**src/rtl/hub75_scan_driver.sv**
```systemverilog
// HUB75 1-bpp scan driver for a 64x64 panel: reads row pairs from panel memory,
// thresholds each pixel, shifts them out, then blanks, latches and displays the row.
module hub75_scan_driver #(
  parameter int COLS    = 64,
  parameter int ROWS    = 64,
  parameter int ADDR_W  = 12,
  parameter int CLK_DIV = 4,
  parameter int THRESH  = 128,
  parameter int DEAD    = 2,
  parameter int LAT_W   = 2,
  parameter int ON_TIME = 256
) (
  input  logic              clk,
  input  logic              rst,
  input  logic              en,
  output logic [ADDR_W-1:0] addr_top,
  output logic [ADDR_W-1:0] addr_bottom,
  input  logic [23:0]       pix_top,
  input  logic [23:0]       pix_bottom,
  output logic              r1,
  output logic              g1,
  output logic              b1,
  output logic              r2,
  output logic              g2,
  output logic              b2,
  output logic              sclk,
  output logic              lat,
  output logic              oe_n,
  output logic [$clog2(ROWS/2)-1:0] row_addr,
  output logic              frame_start
);

  // state   | meaning
  // IDLE    | panel dark, waiting for en
  // SHIFT   | COLS slots of 2*CLK_DIV cycles, one pixel pair per slot
  // BLANK   | oe_n high for DEAD cycles before the latch
  // LATCH   | lat high for LAT_W cycles, row_addr updated
  // DISPLAY | oe_n low for ON_TIME cycles, then advance row

  localparam int HALF = ROWS / 2;
  localparam int RW   = $clog2(HALF);
  localparam int CW   = $clog2(COLS);
  localparam int PW   = $clog2(2 * CLK_DIV);
  localparam int TW   = $clog2(ON_TIME + DEAD + LAT_W + 1);

  typedef enum logic [2:0] {
    S_IDLE    = 3'd0,
    S_SHIFT   = 3'd1,
    S_BLANK   = 3'd2,
    S_LATCH   = 3'd3,
    S_DISPLAY = 3'd4
  } state_t;

  state_t        state, state_nxt;
  logic [PW-1:0] phase, phase_nxt;
  logic [CW-1:0] col, col_nxt;
  logic [RW-1:0] row, row_nxt;
  logic [TW-1:0] timer, timer_nxt;
  logic          first_latch;
  logic          phase_last;
  logic          col_last;

  assign phase_last = (phase == PW'(2 * CLK_DIV - 1));
  assign col_last   = (col == CW'(COLS - 1));

  function automatic logic [ADDR_W-1:0] addr_of(input logic [RW-1:0] r,
                                                 input logic [CW-1:0] c,
                                                 input logic          lower);
    int a;
    a = (int'(r) + (lower ? HALF : 0)) * COLS + int'(c);
    return ADDR_W'(a);
  endfunction

  always_ff @(posedge clk or posedge rst) begin
    if (rst) begin
      state       <= S_IDLE;
      phase       <= '0;
      col         <= '0;
      row         <= '0;
      timer       <= '0;
      first_latch <= 1'b0;
      row_addr    <= '0;
      addr_top    <= '0;
      addr_bottom <= '0;
      {r1, g1, b1, r2, g2, b2} <= '0;
    end else begin
      state <= state_nxt;
      phase <= phase_nxt;
      col   <= col_nxt;
      row   <= row_nxt;
      timer <= timer_nxt;
      if (state != S_LATCH && state_nxt == S_LATCH) begin
        row_addr    <= row;
        first_latch <= 1'b1;
      end
      // Address lands in p=0 so the registered memory data is ready in p=1.
      if (state_nxt == S_SHIFT && phase_nxt == '0) begin
        addr_top    <= addr_of(row_nxt, col_nxt, 1'b0);
        addr_bottom <= addr_of(row_nxt, col_nxt, 1'b1);
      end
      if (state == S_SHIFT && phase == PW'(1)) begin
        r1 <= (pix_top[23:16]    >= 8'(THRESH));
        g1 <= (pix_top[15:8]     >= 8'(THRESH));
        b1 <= (pix_top[7:0]      >= 8'(THRESH));
        r2 <= (pix_bottom[23:16] >= 8'(THRESH));
        g2 <= (pix_bottom[15:8]  >= 8'(THRESH));
        b2 <= (pix_bottom[7:0]   >= 8'(THRESH));
      end
    end
  end

  always_comb begin
    state_nxt = state;
    phase_nxt = phase;
    col_nxt   = col;
    row_nxt   = row;
    timer_nxt = (timer != '0) ? timer - TW'(1) : '0;
    case (state)
      S_IDLE: begin
        if (en) begin
          state_nxt = S_SHIFT;
          phase_nxt = '0;
          col_nxt   = '0;
        end
      end
      S_SHIFT: begin
        if (phase_last) begin
          phase_nxt = '0;
          col_nxt   = col_last ? '0 : col + CW'(1);
          if (col_last) begin
            state_nxt = S_BLANK;
            timer_nxt = TW'(DEAD - 1);
          end
        end else begin
          phase_nxt = phase + PW'(1);
        end
      end
      S_BLANK: begin
        if (timer == '0) begin
          state_nxt = S_LATCH;
          timer_nxt = TW'(LAT_W - 1);
        end
      end
      S_LATCH: begin
        if (timer == '0) begin
          state_nxt = S_DISPLAY;
          timer_nxt = TW'(ON_TIME - 1);
        end
      end
      S_DISPLAY: begin
        if (timer == '0) begin
          row_nxt   = (row == RW'(HALF - 1)) ? '0 : row + RW'(1);
          phase_nxt = '0;
          col_nxt   = '0;
          state_nxt = en ? S_SHIFT : S_IDLE;
        end
      end
      default: state_nxt = S_IDLE;
    endcase
  end

  always_comb begin
    oe_n        = 1'b1;
    sclk        = 1'b0;
    lat         = 1'b0;
    frame_start = 1'b0;
    case (state)
      S_SHIFT: begin
        // Keep the previously latched row lit while the next one shifts in.
        oe_n        = ~first_latch;
        sclk        = (phase >= PW'(CLK_DIV));
        frame_start = (row == '0) && (col == '0) && (phase == '0);
      end
      S_LATCH:   lat  = 1'b1;
      S_DISPLAY: oe_n = 1'b0;
      default: ;
    endcase
  end

endmodule

```
**config.mk**
```make
export PLATFORM = sky130hd
export DESIGN_NAME = hub75_scan_driver
export DESIGN_NICKNAME = d
export VERILOG_FILES = /design/src/rtl/hub75_scan_driver.sv
export SDC_FILE = /design/constraint.sdc
export NUM_CORES = 1
export LEC_CHECK = 0
export BUFFER_PORTS_ARGS = -buffer_cell sky130_fd_sc_hd__buf_2
export CELL_PAD_IN_SITES_DETAIL_PLACEMENT = 1
export CELL_PAD_IN_SITES_GLOBAL_PLACEMENT = 1
export CORE_MARGIN = 5
export CORE_UTILIZATION = 34
export CTS_CLUSTER_SIZE = 8
export DETAILED_ROUTE_END_ITERATION = 16
export GPL_ROUTABILITY_DRIVEN = 1
export MAX_ROUTING_LAYER = met4
export PLACE_DENSITY_LB_ADDON = 0.1
export SLEW_MARGIN = 10
export SYNTH_ARGS = -nofsm -noshare
export SYNTH_HDL_FRONTEND = slang
export SYNTH_SLANG_ARGS = --single-unit
```
**constraint.sdc**
```tcl
create_clock -name clk -period 1.9 [get_ports clk]
set_clock_uncertainty 0.1 [all_clocks]
set_input_delay 0.285 -clock clk [delete_from_list [all_inputs] [get_ports clk]]
set_output_delay 0.285 -clock clk [all_outputs]
set_load 0.01 [all_outputs]
```
==> impl_metrics.tcl, run 1 <==
set metrics [dict create \
    h-tree-depth 2 \
    n_antenna_cell 0 \
    grt_pass1_wl_um 12200 \
    violations "negative setup slack" \
    synth_ff_type "dfrtp_1" \
    dr_total_vias 2228 \
    die_h_um 98.1 \
    status "finished, violations left" \
    cts_tree "yes" \
    regArea_um2 1250 \
    p_leak_nw 1.97 \
    hold_class "input port to register" \
    multi_input_area_um2 1440 \
    yosysTopAreaCellShare_pct 47.5 \
    syn-mean-instance-area_um2 11.0 \
    timing.final.crit_share_pct 117 \
    hold_violations 0 \
    cap_violations 0 \
    synthArstFlopShare_pct 100 \
    crit_path_frequent_cell "buf_12" \
    synth.largest_area_cell "dfrtp_1" \
    first_iter_violations 76 \
    rsz0062_at_grt "true" \
    synth_seq_cells 50 \
    antenna_left 0 \
    fin_nets 416 \
    max_freq_mhz 449 \
    start_kind "register" \
    ir_worst_vdd_mv 0.355 \
    core_area_um2 7650 \
    drtPass1Iterations 4 \
    worstSetupPathType "register to register" \
    port_buffers 46 \
    path_cells "inv_2 -> ha_4 -> nor4b_4 -> nand2_2 -> a21oi_2 -> o2111a_2 -> buf_12 -> buf_12 -> mux2_4" \
    synth_nets 302 \
    via_per_inst 4.88 \
    synth-edff-count 0 \
    critPathMaxStageDelay_ps 420 \
    syn_to_final_growth_pct 49.5 \
    clkLatencyLatePin_ps 300 \
    cp_max_fo 5 \
    ys.warnings.count 0 \
    syn-cell-area_um2 2640 \
    wire_per_inst_um 16.1 \
    start_util_pct 34.5 \
    grt_max_degree 51 \
    overflow 0 \
    clockRootBuffer "clkbuf_8" \
    grt_usage_pct 16.1 \
    hpwl_um 4930 \
    stdcell_count 457 \
    final_common_cell "buf_4" \
    antenna_found_initial 0 \
    syn_inst 240 \
    fill_cells 811 \
    powerDensity_nw_per_um2 515 \
    ios 90 \
    hold_ws_ps 106 \
    finalCriticalPeriod_ps 2220 \
    cts.clk_slew.worst_paths_ps 100 \
    finalWirelength_um 7340 \
    cp_top_family "compound AO/OA/AOI/OAI gates" \
    gp_congestion 0.798 \
    post-place-cells 428 \
    crit_buf_inv 3 \
    cpMaxStageDelayCell "dfrtp_1" \
    end_kind "register" \
    synthTopCellsByArea "dfrtp_1 (47%), mux2_4 (6.8%), ha_1 (5.2%)" \
    slew_viol_final 0 \
    grt_pass1_vias 2454 \
    drc_errors 0 \
    yosysSeqAreaShare_pct 47.5 \
    cts.sinks 50 \
    fin_ws_ps -325 \
    rows 32 \
    fin_total_pwr_w 0.00203 \
    required_ps 1990 \
    clk_path_buf_depth 2 \
    cts_buffers 5 \
    dp_slack_ps -351 \
    layout_common_cells "buf_4 (66), dfrtp_1 (50), buf_2 (45)" \
    finalSetupViolCount 30 \
    drive_gt1_share_pct 58.3 \
    dieWidth_um 98.1 \
    die-area_um2 9610 \
    critPathArrivalTime_ps 2320 \
    synthDistinctLibCells 46 \
]
timing repair:
action,in CTS,in global routing
gates cloned,1,0
resized for setup,41,27
setup endpoints to repair,28,41
endpoints found under the hold margin,50,0
setup buffers,14,7
hold buffers,1,0
pin swaps,14,9
routing by layer:
| layer | routed length (um) | part of all wire, % | global-route usage, % | vias up |
|---|---|---|---|---|
| met5 | 0 | 0 | - | - |
| met4 | 109 | 1.5 | 4.05 | 0 |
| met3 | 195 | 2.7 | 2.43 | 10 |
| met2 | 3850 | 52 | 27.8 | 36 |
| met1 | 3190 | 43 | 19.6 | 1121 |
| li1 | - | - | - | 1061 |
cells in the mapped netlist, types with 2 or more instances:
cell type  count
a21o_1         2
a21oi_1       10
a22o_1         3
a31oi_1        5
and3_1         3
buf_2          3
buf_4         12
clkbuf_1       4
dfrtp_1       50
ha_1          11
inv_1         12
mux2_2        10
mux2_4        12
mux2i_1        3
nand2_1       13
nand2b_1       4
nand3_1       11
nand4_1        2
nor2_1        18
nor2b_1        2
nor3_1         6
nor3b_2        2
nor4_1         2
o21ai_0       14
or2_2          2
xnor2_1        2
xor2_1         3
flip-flops by register name, indices dropped and copies added (netlist names), 3 cells and up:
name         flops
row_addr         5
addr_bottom     12
row              5
timer            9
col              6
state            3
phase            3
cell families after synthesis:
logic type | count (synthesis) | synth area share, %
AND/OR/NAND/NOR | 73 | 15.6
flip-flops | 50 | 47.5
AO/OA/AOI/OAI | 43 | 10.9
buffers and inverters | 32 | 6.83
multiplexers | 25 | 12.2
adder cells (fa/ha/maj) | 11 | 5.22
XOR/XNOR | 5 | 1.66
other | 1 | 0.142
power breakdown:
group / internal [W] / switching, W
combinational: 0.0000206 / 0.0000333
sequential: 0.00107 / 0.00000289
clock: 0.000528 / 0.000376
through the flow:
step / instance area (um2) / util [%] / setup TNS (ps)
2_1_floorplan: 2680 / - / -1790
3_3_place_gp: 3360 / 44.0 / -5190
3_5_place_dp: 3360 / 44.0 / -6460
4_1_cts: 3820 / 49.9 / -4890
5_1_grt: 3940 / 51.6 / -9430
6_report: 3940 / 51.6 / -7120
final timing paths:
| path | slack, ps | to | from | cells past startpoint |
|---|---|---|---|---|
| min in group asynchronous | 470 | timer[7] | rst | 4 |
| hold / removal | 110 | g1 | pix_top[15] | 2 |
| max in group asynchronous | 1010 | col[0] | rst | 4 |
| setup / recovery | -320 | addr_bottom[3] | timer[0] | 9 |
| setup reg to reg | -320 | addr_bottom[3] | timer[0] | 9 |
| hold reg to reg | 380 | addr_bottom[11] | addr_bottom[11] | 1 |
cell type report:
cell class | count | area share [%]
multi-input combinational | 158 | 36.6
sequential | 50 | 31.7
timing repair buffer | 127 | 23.8
tap | 102 | 3.24
clock buffer | 5 | 1.75
clock inverter | 3 | 1.75
inverter | 12 | 1.14
No activity file was read; power rests on OpenSTA's default activity.
==> run 2: changes to the inputs <==
--- a/config.mk
+++ b/config.mk
@@ -9,13 +9,14 @@
 export CELL_PAD_IN_SITES_DETAIL_PLACEMENT = 1
 export CELL_PAD_IN_SITES_GLOBAL_PLACEMENT = 1
 export CORE_MARGIN = 5
-export CORE_UTILIZATION = 34
+export CORE_UTILIZATION = 41
 export CTS_CLUSTER_SIZE = 8
 export DETAILED_ROUTE_END_ITERATION = 16
 export GPL_ROUTABILITY_DRIVEN = 1
 export MAX_ROUTING_LAYER = met4
-export PLACE_DENSITY_LB_ADDON = 0.1
+export PLACE_DENSITY_LB_ADDON = 0.15
 export SLEW_MARGIN = 10
 export SYNTH_ARGS = -nofsm -noshare
 export SYNTH_HDL_FRONTEND = slang
 export SYNTH_SLANG_ARGS = --single-unit
+export TNS_END_PERCENT = 1
==> constraint.sdc (replaced) <==
create_clock -name clk -period 2.6 [get_ports clk]
set_clock_uncertainty 0.1 [all_clocks]
set_input_delay 0.39 -clock clk [delete_from_list [all_inputs] [get_ports clk]]
set_output_delay 0.39 -clock clk [all_outputs]
set_load 0.01 [all_outputs]
==> impl_metrics.tcl, run 2 (synthesis gave the netlist of run 1 again) <==
set metrics [dict create \
    dr_total_vias 1878 \
    wire_per_inst_um 16.2 \
    hold_violations 0 \
    critPathMaxStageDelay_ps 610 \
    n_antenna_cell 0 \
    grt_pass1_wl_um 10100 \
    post_cts_buffers 0 \
    ios 90 \
    gp_congestion 0.768 \
    drc_errors 0 \
    cts_tree "yes" \
    cap_violations 0 \
    p_leak_nw 1.56 \
    critPathArrivalTime_ps 2020 \
    rsz0062_at_grt "false" \
    top_layer "met4" \
    cts.clk_slew.worst_paths_ps 90 \
    path_cells "inv_1 -> ha_1 -> or4b_2 -> nor4_2 -> buf_2" \
    fin_nets 344 \
    max-slew-margin-rel_pct 54.1 \
    status "completed" \
    max_freq_mhz 399 \
    cts.sinks 50 \
    cpMaxStageDelayCell "or4b_2" \
    drtPass1Iterations 4 \
    port_buffers 46 \
    grt_pass1_vias 2012 \
    via_per_inst 5.22 \
    h-tree-depth 2 \
    finalSetupViolCount 0 \
    start_kind "register" \
    fin_ws_ps 91.1 \
    clockRootBuffer "clkbuf_8" \
    regArea_um2 1250 \
    hold_class "input port to asynchronous set/reset pin" \
    clk_path_buf_depth 2 \
    syn_to_final_growth_pct 15.9 \
    finalCriticalPeriod_ps 2510 \
    route.met3.wl_um 211 \
    drive_gt1_share_pct 35.0 \
    crit_buf_inv 2 \
    fill_cells 720 \
    ir_worst_vdd_mv 0.288 \
    dp_slack_ps 207 \
    largest-register "addr_bottom" \
    die_h_um 90.2 \
    reg.largest.list "addr_bottom x12, timer x9, col x6" \
    finalWirelength_um 5850 \
    multi_input_area_um2 1210 \
    antenna_left 0 \
    powerDensity_nw_per_um2 486 \
    worstReg2RegEnd "addr_bottom[5]" \
    overflow 0 \
    antenna_found_initial 0 \
    tightestPinTransition_ps 688 \
    fin_tns_setup_ps 0 \
    grt_max_degree 27 \
    rows 29 \
    slew_viol_final 0 \
    r2r-start "timer[0]" \
    largest_reg_flops 12 \
    wl_met1_um 2870 \
    final_common_cell "dfrtp_1" \
    core_area_um2 6310 \
    cp_top_family "simple AND/OR/NAND/NOR gates" \
    layout_common_cells "dfrtp_1 (50), buf_2 (46), nor2_1 (18)" \
    clkLatencyLatePin_ps 300 \
    end_kind "output pin" \
    wl_met2_um 2700 \
    hpwl_um 4390 \
    cp_max_fo 6 \
    dieWidth_um 90.2 \
    required_ps 2110 \
    grt_usage_pct 15.5 \
    cts_buffers 5 \
    reg2reg_depth 8 \
    die-area_um2 8130 \
    worstSetupPathType "register to output pin" \
    start_util_pct 41.8 \
    first_iter_violations 83 \
    timing.final.crit_share_pct 96.5 \
    reg2reg_slack_ps 210 \
]
-- run 2: cell types whose count changed in the layout (fill, tap and decap cells not counted), sizes merged --
cell	delta
buf	-71
clkbuf	+1
clkinv	-1
dlygate4sd3	-1
-- run 2: worst max-delay path by stage --
stage	endpoint	startpoint	cells after the start	slack (ps)
after floorplan	addr_bottom[0]	phase[0]	7	470
after global placement	addr_bottom[2]	timer[0]	8	260
after detailed placement	addr_bottom[6]	timer[0]	8	210
after CTS	frame_start	row[0]	5	50
after global routing	frame_start	row[0]	5	10
final	frame_start	row[0]	5	90
-- run 2: stage by stage --
stage          cell area (um2)  util, %  hold WS [ps]  power [W]  std cells
6_report                  3060     48.4          38.5    0.00149        360
5_1_grt                   3060     48.4          78.5    0.00155        360
4_1_cts                   3060     48.4          56.2    0.00152        360
3_5_place_dp              2910     46.1           350   0.000838        352
3_3_place_gp              2910     46.1           348   0.000837        352
2_1_floorplan             2640        -           335   0.000819        240
-- run 2: layer usage --
layer | global-route usage (%) | vias to the layer above
li1 | - | 917
met2 | 24.2 | 35
met5 | - | -
met1 | 20.3 | 919
met4 | 3.72 | 0
met3 | 3.92 | 7
-- run 2: what timing repair did --
item                                    CTS  global route
resized for setup                         1             0
endpoints found under the setup margin    1             0
hold buffers                              0             0
-- run 2: cell type report --
cell class                 instances  share of cell area (%)
clock buffer                       6                    2.70
multi-input combinational        158                    39.6
clock inverter                     2                    1.96
tap                               77                    3.15
sequential                        50                    40.9
timing repair buffer              55                    10.2
inverter                          12                    1.47
-- run 2: where the power goes --
| part | leakage, nW | internal [W] | switching [W] |
|---|---|---|---|
| Sequential | 0.644 | 0.000782 | 0.00000190 |
| Combinational | 0.846 | 0.0000128 | 0.0000242 |
| Clock | 0.0714 | 0.000410 | 0.000256 |
-- run 2: worst reg2reg max path, cell delays in order, from the launching register on --
cell and delay, ps:
dfrtp_1 390, inv_1 120, ha_1 160, nor4b_4 340, nand2_2 170, a21oi_1 230
o2111a_2 290, buf_12 170, mux2_4 310
==> run 3: changes to the inputs <==
--- a/config.mk
+++ b/config.mk
@@ -15,6 +15,7 @@
 export GPL_ROUTABILITY_DRIVEN = 1
 export MAX_ROUTING_LAYER = met4
 export PLACE_DENSITY_LB_ADDON = 0.15
+export RECOVER_POWER = 25
 export SLEW_MARGIN = 10
 export SYNTH_ARGS = -nofsm -noshare
 export SYNTH_HDL_FRONTEND = slang
==> impl_metrics.tcl, run 3 (synthesis gave the netlist of run 1 again) <==
set metrics [dict create \
    cts.sinks 50 \
    sw_frac_of_total_pct 19.0 \
    finalSetupViolCount 0 \
    powerDensity_nw_per_um2 487 \
    via_per_inst 5.22 \
    hold_class "input port to register" \
    cp_max_fo 6 \
    largest-register "addr_bottom" \
    p_comb_share_pct 2.4 \
    clk_path_buf_depth 2 \
    start_kind "register" \
    dieWidth_um 90.2 \
    worstReg2RegEnd "addr_bottom[5]" \
    grt_pass1_vias 2012 \
    timing.final.crit_share_pct 96.4 \
    hold_depth 2 \
    grt_usage_pct 15.5 \
    fin_nets 344 \
    hp-start "pix_bottom[7]" \
    cts_hold_buf 0 \
    reg2reg_slack_ps 210 \
    drive_gt1_share_pct 33.9 \
    finalWirelength_um 5830 \
    multi_input_area_um2 1210 \
    die_h_um 90.2 \
    regArea_um2 1250 \
    antenna_found_initial 0 \
    final_common_cell "dfrtp_1" \
    drc_errors 0 \
    ir_worst_vdd_mv 0.288 \
    critPathArrivalTime_ps 2020 \
    seq_power_share_pct 52.8 \
    tightestPinTransition_ps 1040 \
    fin_total_pwr_w 0.00148 \
    cts_tree "yes" \
    first_iter_violations 83 \
    port_buffers 46 \
    syn_to_final_growth_pct 15.7 \
    cts_buffers 5 \
    switchingPower_w 0.000282 \
    grt_pass1_wl_um 10100 \
    end_kind "output pin" \
    gp_congestion 0.768 \
    ios 90 \
    dr_total_vias 1879 \
    layout_common_cells "dfrtp_1 (50), buf_2 (46), nor2_1 (18)" \
    antenna_left 0 \
    p_leak_nw 1.56 \
    start_util_pct 41.8 \
    p_int_w 0.00120 \
    reg.largest.list "addr_bottom x12, timer x9, col x6" \
    wire_per_inst_um 16.2 \
    cts_resized 1 \
    clkLatencyLatePin_ps 300 \
    cts.clk_slew.worst_paths_ps 90 \
    clkPwrFrac_pct 44.9 \
    n_antenna_cell 0 \
    rows 29 \
    rsz0062_at_grt "false" \
    worstHoldEndpoint "b2" \
    core_area_um2 6310 \
    fill_cells 722 \
    slew_viol_final 0 \
    r2r-start "timer[0]" \
    clockRootBuffer "clkbuf_8" \
    drtPass1Iterations 4 \
    largest_reg_flops 12 \
    overflow 0 \
    status "completed" \
    required_ps 2110 \
    reg2reg_depth 8 \
    worstSetupPathType "register to output pin" \
    die-area_um2 8130 \
    finalCriticalPeriod_ps 2510 \
    max_freq_mhz 399 \
    fin_tns_setup_ps 0 \
    h-tree-depth 2 \
    hpwl_um 4390 \
    post_cts_buffers 0 \
    max-slew-margin-rel_pct 30.5 \
    grt_max_degree 27 \
    hold_violations 0 \
    cap_violations 0 \
]
## run 3: worst max-delay path by stage
stage                     startpoint              to  slack, ps  cells past startpoint
final                         row[0]     frame_start         90                      5
after global routing          row[0]     frame_start         10                      5
after CTS                     row[0]     frame_start         50                      5
after detailed placement    timer[0]  addr_bottom[6]        210                      8
after global placement      timer[0]  addr_bottom[2]        260                      8
after floorplan             phase[0]  addr_bottom[0]        470                      7
## run 3: final cells by class
class	count	share of cell area [%]
inverters	12	1.48
multi-input cells	158	39.7
repair buffers	55	9.93
flip-flops and latches	50	41.0
clock buffers	6	2.71
clock inverters	2	1.97
well taps	77	3.16
## run 3: per-stage QoR
stage               hold WS (ps)  setup slack, ps  std cells  instance area (um2)  util (%)
floorplan                    335              474        240                 2640         -
global placement             348              260        352                 2910      46.1
detailed placement           350              207        352                 2910      46.1
CTS                         56.2             51.2        360                 3060      48.4
global route                 192             10.7        360                 3050      48.3
finish                       217             92.5        360                 3050      48.3
## run 3: worst max-delay path: stages, from the launching register on
cell,delay (ps)
dfrtp_1,450
inv_1,120
ha_1,170
or4b_2,610
nor4_2,180
buf_2,180
## run 3: routing by layer
layer / vias up / GRT usage (%) / part of all wire [%]
met1: 921 / 20.3 / 49
met4: 0 / 3.72 / 1.1
met2: 35 / 24.2 / 46
met3: 7 / 3.92 / 3.6
met5: - / - / 0
li1: 916 / - / -
## run 3: power by group through the flow
stage	clock (W)	combinational (W)	sequential [W]
after detailed placement	0	0.0000392	0.000799
after global placement	0	0.0000380	0.000799
after CTS	0.000698	0.0000392	0.000784
after global routing	0.000723	0.0000412	0.000784
final	0.000666	0.0000354	0.000784
after floorplan	0	0.0000172	0.000802
